$ cat src/rtl/lane_struct_fifo_pkg.sv
// Shared parameter set, entry-width helper and the typedef-generating macro for lane_struct_fifo.
// LANE_STRUCT_FIFO_TYPEDEFS(L, W, T) declares lane_data_u and entry_t inside a parametrised scope.
`ifndef LANE_STRUCT_FIFO_PKG_SV
`define LANE_STRUCT_FIFO_PKG_SV

`define LANE_STRUCT_FIFO_TYPEDEFS(L, W, T) \
   typedef union packed { \
      logic [(L)-1:0][(W)-1:0] lane; \
      logic [(L)*(W)-1:0]      flat; \
   } lane_data_u; \
   typedef struct packed { \
      logic [(T)-1:0] tag; \
      logic [(L)-1:0] keep; \
      lane_data_u     data; \
   } entry_t;

package lane_struct_fifo_pkg;

   localparam int DEF_LANES  = 4;
   localparam int DEF_LANE_W = 8;
   localparam int DEF_TAG_W  = 3;
   localparam int DEF_DEPTH  = 8;

   function automatic int entry_w(input int lanes, input int lane_w, input int tag_w);
      return tag_w + lanes + lanes * lane_w;
   endfunction

endpackage

`endif

$ cat src/rtl/lane_struct_fifo_if.sv
// Valid/ready write and read channels of lane_struct_fifo carrying flat entry_t vectors.
interface lane_struct_fifo_if #(
   parameter int ENTRY_W = lane_struct_fifo_pkg::entry_w(lane_struct_fifo_pkg::DEF_LANES,
                                                         lane_struct_fifo_pkg::DEF_LANE_W,
                                                         lane_struct_fifo_pkg::DEF_TAG_W)
);
   import lane_struct_fifo_pkg::*;

   logic               in_valid;
   logic               in_ready;
   logic [ENTRY_W-1:0] in_entry;
   logic               out_valid;
   logic               out_ready;
   logic [ENTRY_W-1:0] out_entry;

   modport master (
      output in_valid, in_entry, out_ready,
      input  in_ready, out_valid, out_entry
   );

   modport slave (
      input  in_valid, in_entry, out_ready,
      output in_ready, out_valid, out_entry
   );
endinterface

$ cat src/rtl/lane_struct_fifo_view.sv
// Combinational output view of a FIFO entry: zeroes lanes whose keep bit is clear, then
// optionally reverses lane and keep order. LANE_STRUCT_FIFO_CHECK_EN adds shape assertions.
module lane_struct_fifo_view
   import lane_struct_fifo_pkg::*;
#(
   parameter int LANES  = DEF_LANES,
   parameter int LANE_W = DEF_LANE_W,
   parameter int TAG_W  = DEF_TAG_W
) (
   input  logic [entry_w(LANES, LANE_W, TAG_W)-1:0] i_entry,
   input  logic                                     i_rev_mode,
   output logic [entry_w(LANES, LANE_W, TAG_W)-1:0] o_entry
);
   `LANE_STRUCT_FIFO_TYPEDEFS(LANES, LANE_W, TAG_W)

   entry_t w_in;
   entry_t w_masked;
   entry_t w_out;

   // Masking first, then reversal, so a reversed lane carries the keep bit it was masked with.
   always_comb begin
      w_in     = entry_t'(i_entry);
      w_masked = w_in;
      for (int i = 0; i < LANES; i++) begin
         if (w_in.keep[i]) begin
            w_masked.data.lane[i] = w_in.data.lane[i];
         end else begin
            w_masked.data.lane[i] = {LANE_W{1'b0}};
         end
      end
      w_out = w_masked;
      if (i_rev_mode) begin
         for (int i = 0; i < LANES; i++) begin
            w_out.keep[i]      = w_masked.keep[LANES-1-i];
            w_out.data.lane[i] = w_masked.data.lane[LANES-1-i];
         end
      end else begin
         w_out = w_masked;
      end
   end

   assign o_entry = w_out;

`ifdef LANE_STRUCT_FIFO_CHECK_EN
   // Constant shape checks on the entry layout.
   always_comb begin
      assert ($bits(entry_t) == TAG_W + LANES + LANES * LANE_W) else $error("entry_t width");
      assert ($size(w_in.data.lane, 1) == LANES) else $error("lane count");
      assert ($size(w_in.data.lane, 2) == LANE_W) else $error("lane width");
      assert ($high(w_in.data.lane, 1) == LANES - 1) else $error("lane high index");
      assert ($low(w_in.data.lane, 2) == 0) else $error("lane low bit");
   end
`else
`endif
endmodule

$ cat src/rtl/lane_struct_fifo.sv
// Synchronous FIFO of entry_t records with first-word fall-through head, occupancy count and a
// sticky overflow flag. LANE_STRUCT_FIFO_CHECK_EN compiles in runtime consistency assertions.
module lane_struct_fifo
   import lane_struct_fifo_pkg::*;
#(
   parameter int LANES  = DEF_LANES,
   parameter int LANE_W = DEF_LANE_W,
   parameter int TAG_W  = DEF_TAG_W,
   parameter int DEPTH  = DEF_DEPTH
`ifdef LANE_STRUCT_FIFO_CHECK_EN
   , parameter bit CHECK_NO_OVERFLOW = 1'b0
`endif
) (
   input  logic                       clk,
   input  logic                       rst_n,
   lane_struct_fifo_if.slave          bus,
   input  logic                       rev_mode,
   output logic [$clog2(DEPTH+1)-1:0] count,
   output logic                       overflow_err
);
   `LANE_STRUCT_FIFO_TYPEDEFS(LANES, LANE_W, TAG_W)

   localparam int ENTRY_W = entry_w(LANES, LANE_W, TAG_W);
   localparam int AW      = $clog2(DEPTH);
   localparam int CW      = $clog2(DEPTH + 1);

   entry_t          r_mem [DEPTH];
   logic [AW-1:0]   r_wr_ptr;
   logic [AW-1:0]   r_rd_ptr;
   logic [CW-1:0]   r_count;
   logic            r_overflow_err;

   entry_t          w_in_entry;
   entry_t          w_head;
   logic [ENTRY_W-1:0] w_view_out;
   logic            w_in_ready;
   logic            w_out_valid;
   logic            w_push;
   logic            w_pop;

   // Flags come only from the registered count; a pop while full does not open the write side.
   assign w_in_ready  = (r_count != CW'(DEPTH));
   assign w_out_valid = (r_count != {CW{1'b0}});
   assign w_push      = bus.in_valid && w_in_ready;
   assign w_pop       = w_out_valid && bus.out_ready;
   assign w_in_entry  = entry_t'(bus.in_entry);
   assign w_head      = r_mem[r_rd_ptr];

   // Storage array; deliberately not reset.
   always_ff @(posedge clk) begin
      if (w_push) begin
         r_mem[r_wr_ptr] <= w_in_entry;
      end
   end

   // Pointers, occupancy and sticky overflow.
   always_ff @(posedge clk or negedge rst_n) begin
      if (!rst_n) begin
         r_wr_ptr       <= {AW{1'b0}};
         r_rd_ptr       <= {AW{1'b0}};
         r_count        <= {CW{1'b0}};
         r_overflow_err <= 1'b0;
      end else begin
         if (w_push) begin
            r_wr_ptr <= r_wr_ptr + AW'(1);
         end
         if (w_pop) begin
            r_rd_ptr <= r_rd_ptr + AW'(1);
         end
         case ({w_push, w_pop})
            2'b10:   r_count <= r_count + CW'(1);
            2'b01:   r_count <= r_count - CW'(1);
            default: r_count <= r_count;
         endcase
         if (bus.in_valid && !w_in_ready) begin
            r_overflow_err <= 1'b1;
         end
      end
   end

   lane_struct_fifo_view #(
      .LANES  (LANES),
      .LANE_W (LANE_W),
      .TAG_W  (TAG_W)
   ) u_view (
      .i_entry    (w_head),
      .i_rev_mode (rev_mode),
      .o_entry    (w_view_out)
   );

   assign bus.in_ready  = w_in_ready;
   assign bus.out_valid = w_out_valid;
   assign bus.out_entry = w_view_out;
   assign count         = r_count;
   assign overflow_err  = r_overflow_err;

`ifdef LANE_STRUCT_FIFO_CHECK_EN
   // Runtime consistency of occupancy and flags.
   always_comb begin
      assert (r_count <= CW'(DEPTH)) else $error("count above DEPTH");
      assert (w_out_valid == (r_count != {CW{1'b0}})) else $error("out_valid inconsistent");
      if (CHECK_NO_OVERFLOW) begin
         assert (!(bus.in_valid && !w_in_ready)) else $error("write while full");
      end else begin
      end
   end
`else
`endif
endmodule

$ cat src/flat_wrapper.sv
// flat-port wrapper written by rule: the top's interface ports become plain ports
module lane_struct_fifo_flat import lane_struct_fifo_pkg::*;
#(
   parameter int LANES  = DEF_LANES,
   parameter int LANE_W = DEF_LANE_W,
   parameter int TAG_W  = DEF_TAG_W,
   parameter int DEPTH  = DEF_DEPTH

)
  (clk, rst_n, rev_mode, count, overflow_err, bus_in_valid, bus_in_entry, bus_out_ready, bus_in_ready, bus_out_valid, bus_out_entry);
  lane_struct_fifo_if #(.ENTRY_W(((3) + (4) + (4) * (8)))) bus_i ();
  input  logic clk;
  input  logic rst_n;
  input  logic rev_mode;
  output logic [$clog2(DEPTH+1)-1:0] count;
  output logic overflow_err;
  input wire logic [$bits(bus_i.in_valid)-1:0] bus_in_valid;
  input wire logic [$bits(bus_i.in_entry)-1:0] bus_in_entry;
  input wire logic [$bits(bus_i.out_ready)-1:0] bus_out_ready;
  output wire logic [$bits(bus_i.in_ready)-1:0] bus_in_ready;
  output wire logic [$bits(bus_i.out_valid)-1:0] bus_out_valid;
  output wire logic [$bits(bus_i.out_entry)-1:0] bus_out_entry;
  assign bus_i.in_valid = bus_in_valid;
  assign bus_i.in_entry = bus_in_entry;
  assign bus_i.out_ready = bus_out_ready;
  assign bus_in_ready = bus_i.in_ready;
  assign bus_out_valid = bus_i.out_valid;
  assign bus_out_entry = bus_i.out_entry;
  lane_struct_fifo #(.LANES(LANES), .LANE_W(LANE_W), .TAG_W(TAG_W), .DEPTH(DEPTH)) u_core (.clk(clk), .rst_n(rst_n), .bus(bus_i), .rev_mode(rev_mode), .count(count), .overflow_err(overflow_err));
endmodule
$ cat config.mk
export PLATFORM = sky130hd
export DESIGN_NAME = lane_struct_fifo_flat
export DESIGN_NICKNAME = d
export VERILOG_FILES = /design/src/rtl/lane_struct_fifo_pkg.sv /design/src/rtl/lane_struct_fifo_if.sv /design/src/rtl/lane_struct_fifo_view.sv /design/src/rtl/lane_struct_fifo.sv /design/src/flat_wrapper.sv
export SDC_FILE = /design/constraint.sdc
export NUM_CORES = 1
export LEC_CHECK = 0
export CORE_UTILIZATION = 43
export DETAILED_ROUTE_END_ITERATION = 10
export PLACE_DENSITY = 0.7
export REMOVE_ABC_BUFFERS = 1
export SYNTH_ARGS = -nofsm -noshare
export SYNTH_HDL_FRONTEND = slang
export SYNTH_SLANG_ARGS = --single-unit
$ cat constraint.sdc
create_clock -name clk -period 10.6 [get_ports clk]
set_input_delay 2.12 -clock clk [delete_from_list [all_inputs] [get_ports clk]]
set_output_delay 2.12 -clock clk [all_outputs]
set_load 0.01 [all_outputs]
# [After elaboration in Yosys (flattened, before gate mapping)]
# Memory sizes are Yosys's and may differ from the RTL's.
# Index checks and enable logic that the tools add are counted.
[word_totals] ramBits=312 mem_count=1 output_inout_bits=46 register_bits=11
[memory_table] memory="u_core.r_mem" depth=8 word_bits=39 read_ports=1 rd_ports_with_merged_regs=0 write_ports=1 line="lane_struct_fifo.sv:27" source="entry_t r_mem [DEPTH];"
[op_classes] n_addsub=4 eq_ne=3 reduce_logical=6 n_mux=8
[ops] op="2-to-1 mux 36 bit" count=1
[ops] op="2-to-1 mux 8 bit" count=4
[ops] op="one-hot mux 4 bit (2 select lines)" count=1
[ops] op="adder 3 x 1 -> 3 bit (second input constant)" count=2
[ops] op="adder 4 x 1 -> 4 bit (second input constant)" count=1
[ops] op="!= test 4 bit (second input constant)" count=1
[ops] op="nonzero test 4 bit" count=1
[ops] op="subtractor 4 x 1 -> 4 bit (second input constant)" count=1
[ops] op="logical AND 1 bit" count=3
[ops] op="equality test 2 x 1 -> 1 bit (second input constant)" count=1
[ops] op="equality test 2 bit (second input constant)" count=1
[ops] op="2-to-1 mux 1 bit" count=2
[ops] op="nonzero test 2 bit" count=1
[ops] op="logical NOT 1 bit" count=1

# [Logic depth before layout (Yosys ltp)]
[depth] word_depth=4 depth_mapped=10 ltp_nobuf=10

# [Modules after synthesis]
# Synthesis repeated with hierarchy kept, for this count alone.
[hier_totals] cells_unflattened=637 area_unflattened_um2=13017.5
[by_module_without_submodules] mod="lane_struct_fifo" instances=1 area_each_um2=12400.6 seq_area_each_um2=9644.2 cells_each=519
[by_module_without_submodules] mod="lane_struct_fifo_view" instances=1 area_each_um2=616.8 seq_area_each_um2=0.0 cells_each=118

# [Worst setup path before layout]
# OpenSTA, ideal clock, no wires.
[synth_timing] path_kind="input-to-reg" from="input bus_in_valid" to="memory u_core.r_mem[0][0] in the netlist's numbering, enable pin" setup_slack_ns=4.992 t_arrival_ns=5.125 path_stages=3 setup_ns=0.484 path_cell_list="and2_1 > nand2b_1 > nor3_1"
[synth_via] elab_chain_cells=3
[synth_rtl] item="from (decl)" line="flat_wrapper.sv:17" source="input wire logic [$bits(bus_i.in_valid)-1:0] bus_in_valid;"
[synth_rtl] item="logical AND 1 bit" line="lane_struct_fifo.sv:44" source="assign w_push = bus.in_valid && w_in_ready;"
[synth_rtl] item="2-to-1 mux 1 bit" line="lane_struct_fifo.sv:51" source="if (w_push) begin"
[synth_rtl] item="2-to-1 mux 1 bit (implied by the code)" line="lane_struct_fifo.sv:52" source="r_mem[r_wr_ptr] <= w_in_entry;"
[synth_rtl] item="to (decl)" line="lane_struct_fifo.sv:27"
# No other way between the ends.

# [Worst setup path in the final report]
[layout_timing] from="register u_core.r_rd_ptr[0]" to="output bus_out_entry[25]"
[layout_via] elab_chain_cells=3
[layout_rtl] item="from (decl)" line="lane_struct_fifo.sv:29" source="logic [AW-1:0] r_rd_ptr;"
[layout_rtl] item="from (signal assigned)" line="lane_struct_fifo.sv:60" source="r_rd_ptr <= {AW{1'b0}};"
[layout_rtl] item="from (signal assigned)" line="lane_struct_fifo.sv:68" source="r_rd_ptr <= r_rd_ptr + AW'(1);"
[layout_rtl] item="memory read (8 x 39 bit) (*)"
[layout_rtl] item="2-to-1 mux 8 bit" line="lane_struct_fifo_view.sv:25" source="if (w_in.keep[i]) begin"
[layout_rtl] item="2-to-1 mux 36 bit (*)" line="lane_struct_fifo_view.sv:32" source="if (i_rev_mode) begin"
[layout_rtl] item="to (decl)" line="flat_wrapper.sv:22" source="output wire logic [$bits(bus_i.out_entry)-1:0] bus_out_entry;"
# Mark *: on every way between the ends. The rest lies on a longest branch, timed or not.

==> impl_results.md <==
- CTS resizes: 0
- Worst path required time: 8.48 ns
- CP Launch Type: flop
- Cell count after placement: 1052
- Final setup viols: 0
- Vias in the first global route: 6379
- Vias/cell: 5.424
- DRT Wirelength: 25630 um
- Count of final max-slew check failures: 0
- Antenna violations before repair: 2
- Main synth FF type: edfxtp_1
- Final Hold Fails: 0
- Critical path peak fanout: 49
- Die area: 30720 sq um
- Avg Inst Size Synth: 22.03 sq um
- HPWL after DPL: 14760 um
- Fin area: 15260 sq um
- Violated checks: DRC
- Post-route setup TNS: 0 ns
- Unrepaired setup endpoints after global routing: no
- Yosys warns: 0
- Num CTS Buffers: 30
- Detail Route Antenna Nets: 0
- IO Pins: 90
- Fmax: 148.2 MHz
- Worst hold path type: flop to flop
- Layout area overhead: 18.21%
- Post-synth ARST share: 3.406%
- Port bufs: 89
- Post-CTS Setup Inserts: 0
- CTS tree: yes
- Yosys top cell area share: 72.58%
- Period utilization: 63.67%
- Seq cells post-synth: 323
- Relative slew margins: 31.25%
- Post-Synthesis Cells: 586
- Post-synthesis sequential area ratio: 74.71%
- Root buf cell: clkbuf_16
- LEAKAGE: 5.001 nW
- Worst-Margin Slew: 1.031 ns
- Layout cells sized above 1: 25.91%
- Clock-pin slew on the worst setup and hold paths: 0.06 ns
- # diodes: 0
- Peak VDD IR: 0.0001885 V
- Ranking of synthesized cells by area: edfxtp_1, mux4_2, mux2_2
- Distinct cells, synth: 37
- Cell Count, Final, Fillers Out: 1108
- Nets@finish: 743
- Die W: 175.3 um
- Max H-tree Level: 1
- Row count: 63
- Worst skew pair latency: 0.54 ns
- Iteration-0 DRC Markers: 394
- Worst Clk Skew: 0.006810 ns
- CP endpoint kind: output pin
- Status: finished, violations left
- Hold Buf Count CTS: 0
- Synthesized cell area: 12910 sq um
- Routed length per instance: 23.13 um
- Final min period: 6.750 ns
- # clock sinks: 323
- Crit Path Class: flop to output pin
- Power Density: 283.3 nW/um^2
- Total GRT Usage: 17.03%
- Post-synth top area cell: edfxtp_1
- CTS Buffer Depth: 3
- First-pass iteration count of the detailed router: 7
- Arrival time at the worst endpoint: 4.63 ns
- Initial Util: 43.67%
- Max-Cap Viols: 0
- Largest net degree at the start of global routing: 54
- Routability Congestion: 0.6997
- Number of enable flip-flop cells after synthesis: 312
- First-pass GRT wire length: 38780 um
- GR Overflow Total: 0
- DRC Markers: 2
- Die Y: 175.3 um
- Area post-placement: 14250 sq um
- Via count: 6010
- Core Box Area: 29560 sq um
## routing by layer
metal,vias up,track usage [%],wire [um]
met2,152,28.21,12600
met1,3172,23.74,11270
met4,4,3.913,432
met5,-,0,24
li1,2646,-,-
met3,36,2.922,1303
## sequential cells by signal, indices dropped and copies added (netlist names)
name                 flops
u_core.r_wr_ptr          3
u_core.r_mem           312
u_core.r_rd_ptr          3
u_core.overflow_err      1
u_core.count             4
## path summary, 6_finish.rpt
kind,start,slack [ns],depth (start not counted),end
setup / recovery,u_core.r_rd_ptr[0],3.85,6,bus_out_entry[25]
hold / removal,u_core.overflow_err,0.50,1,u_core.overflow_err
setup reg to reg,u_core.count[1],7.88,5,u_core.r_mem[4][36]
hold reg to reg,u_core.overflow_err,0.50,1,u_core.overflow_err
max in group asynchronous,rst_n,8.30,1,u_core.r_rd_ptr[0]
min in group asynchronous,rst_n,1.92,1,u_core.count[2]
## layout make-up
class	instances	area (sq um)
clock buffer	42	867.1
inverter	3	11.26
multi-input combinational	234	3117
fill	2281	14300
clock inverter	14	140.1
timing repair buffer	102	983.4
tap	390	488.0
sequential	323	9653
## Yosys cell counts, types with 5 or more instances
cell type,instances
dfrtp_1,11
edfxtp_1,312
mux4_2,73
mux2_2,36
nor2_1,39
buf_1,6
mux4_1,5
ha_1,5
buf_2,5
nand2_1,9
mux2i_1,36
buf_6,7
## critical path, cell delays in order (launching register included)
cell             delay, ns
dfrtp_4               1.05
buf_4                 0.66
mux4_2                0.59
mux2i_2               0.74
nor2_1                0.21
mux2_2                0.32
clkdlybuf4s50_1       0.48
## where the power goes
part | leakage [nW] | internal, mW | total, mW | switching (mW)
clock network | 0.501 | 0.640 | 1.07 | 0.432
registers | 2.96 | 1.61 | 1.76 | 0.156
logic | 1.54 | 0.791 | 1.49 | 0.698
## cell usage in the layout, fill, tap and decap left out, drive strengths merged, types with 9 or more instances in the layout
master / count
edfxtp: 312
nor2: 39
mux2i: 40
nand2: 9
mux2: 37
buf: 14
dfrtp: 11
clkinv: 11
clkdlybuf4s50: 88
clkbuf: 42
mux4: 78
## cell families (layout without fill, tap and decap cells)
kind of cell,after synthesis,count (layout),share of synthesized area [%]
multiplexers,155,155,20.40
adder cells (fa/ha/maj),5,5,0.4846
AO/OA/AOI/OAI,5,5,0.2132
flip-flops,323,323,74.71
buffers and inverters,29,161,1.570
XOR/XNOR,8,8,0.5427
AND/OR/NAND/NOR,61,61,2.074
## per-stage QoR
stage	power, mW	util [%]	hold slack, ns	setup WS, ns
2_1_floorplan	2.710	-	0.4845	3.990
3_3_place_gp	3.251	48.22	0.4635	4.399
3_5_place_dp	3.304	48.22	0.4890	4.323
4_1_cts	4.379	51.62	0.5107	3.728
5_1_grt	4.531	51.62	0.5270	3.494
6_report	4.324	51.62	0.5045	3.850
Note: power is estimated with default switching activity, not from simulation.
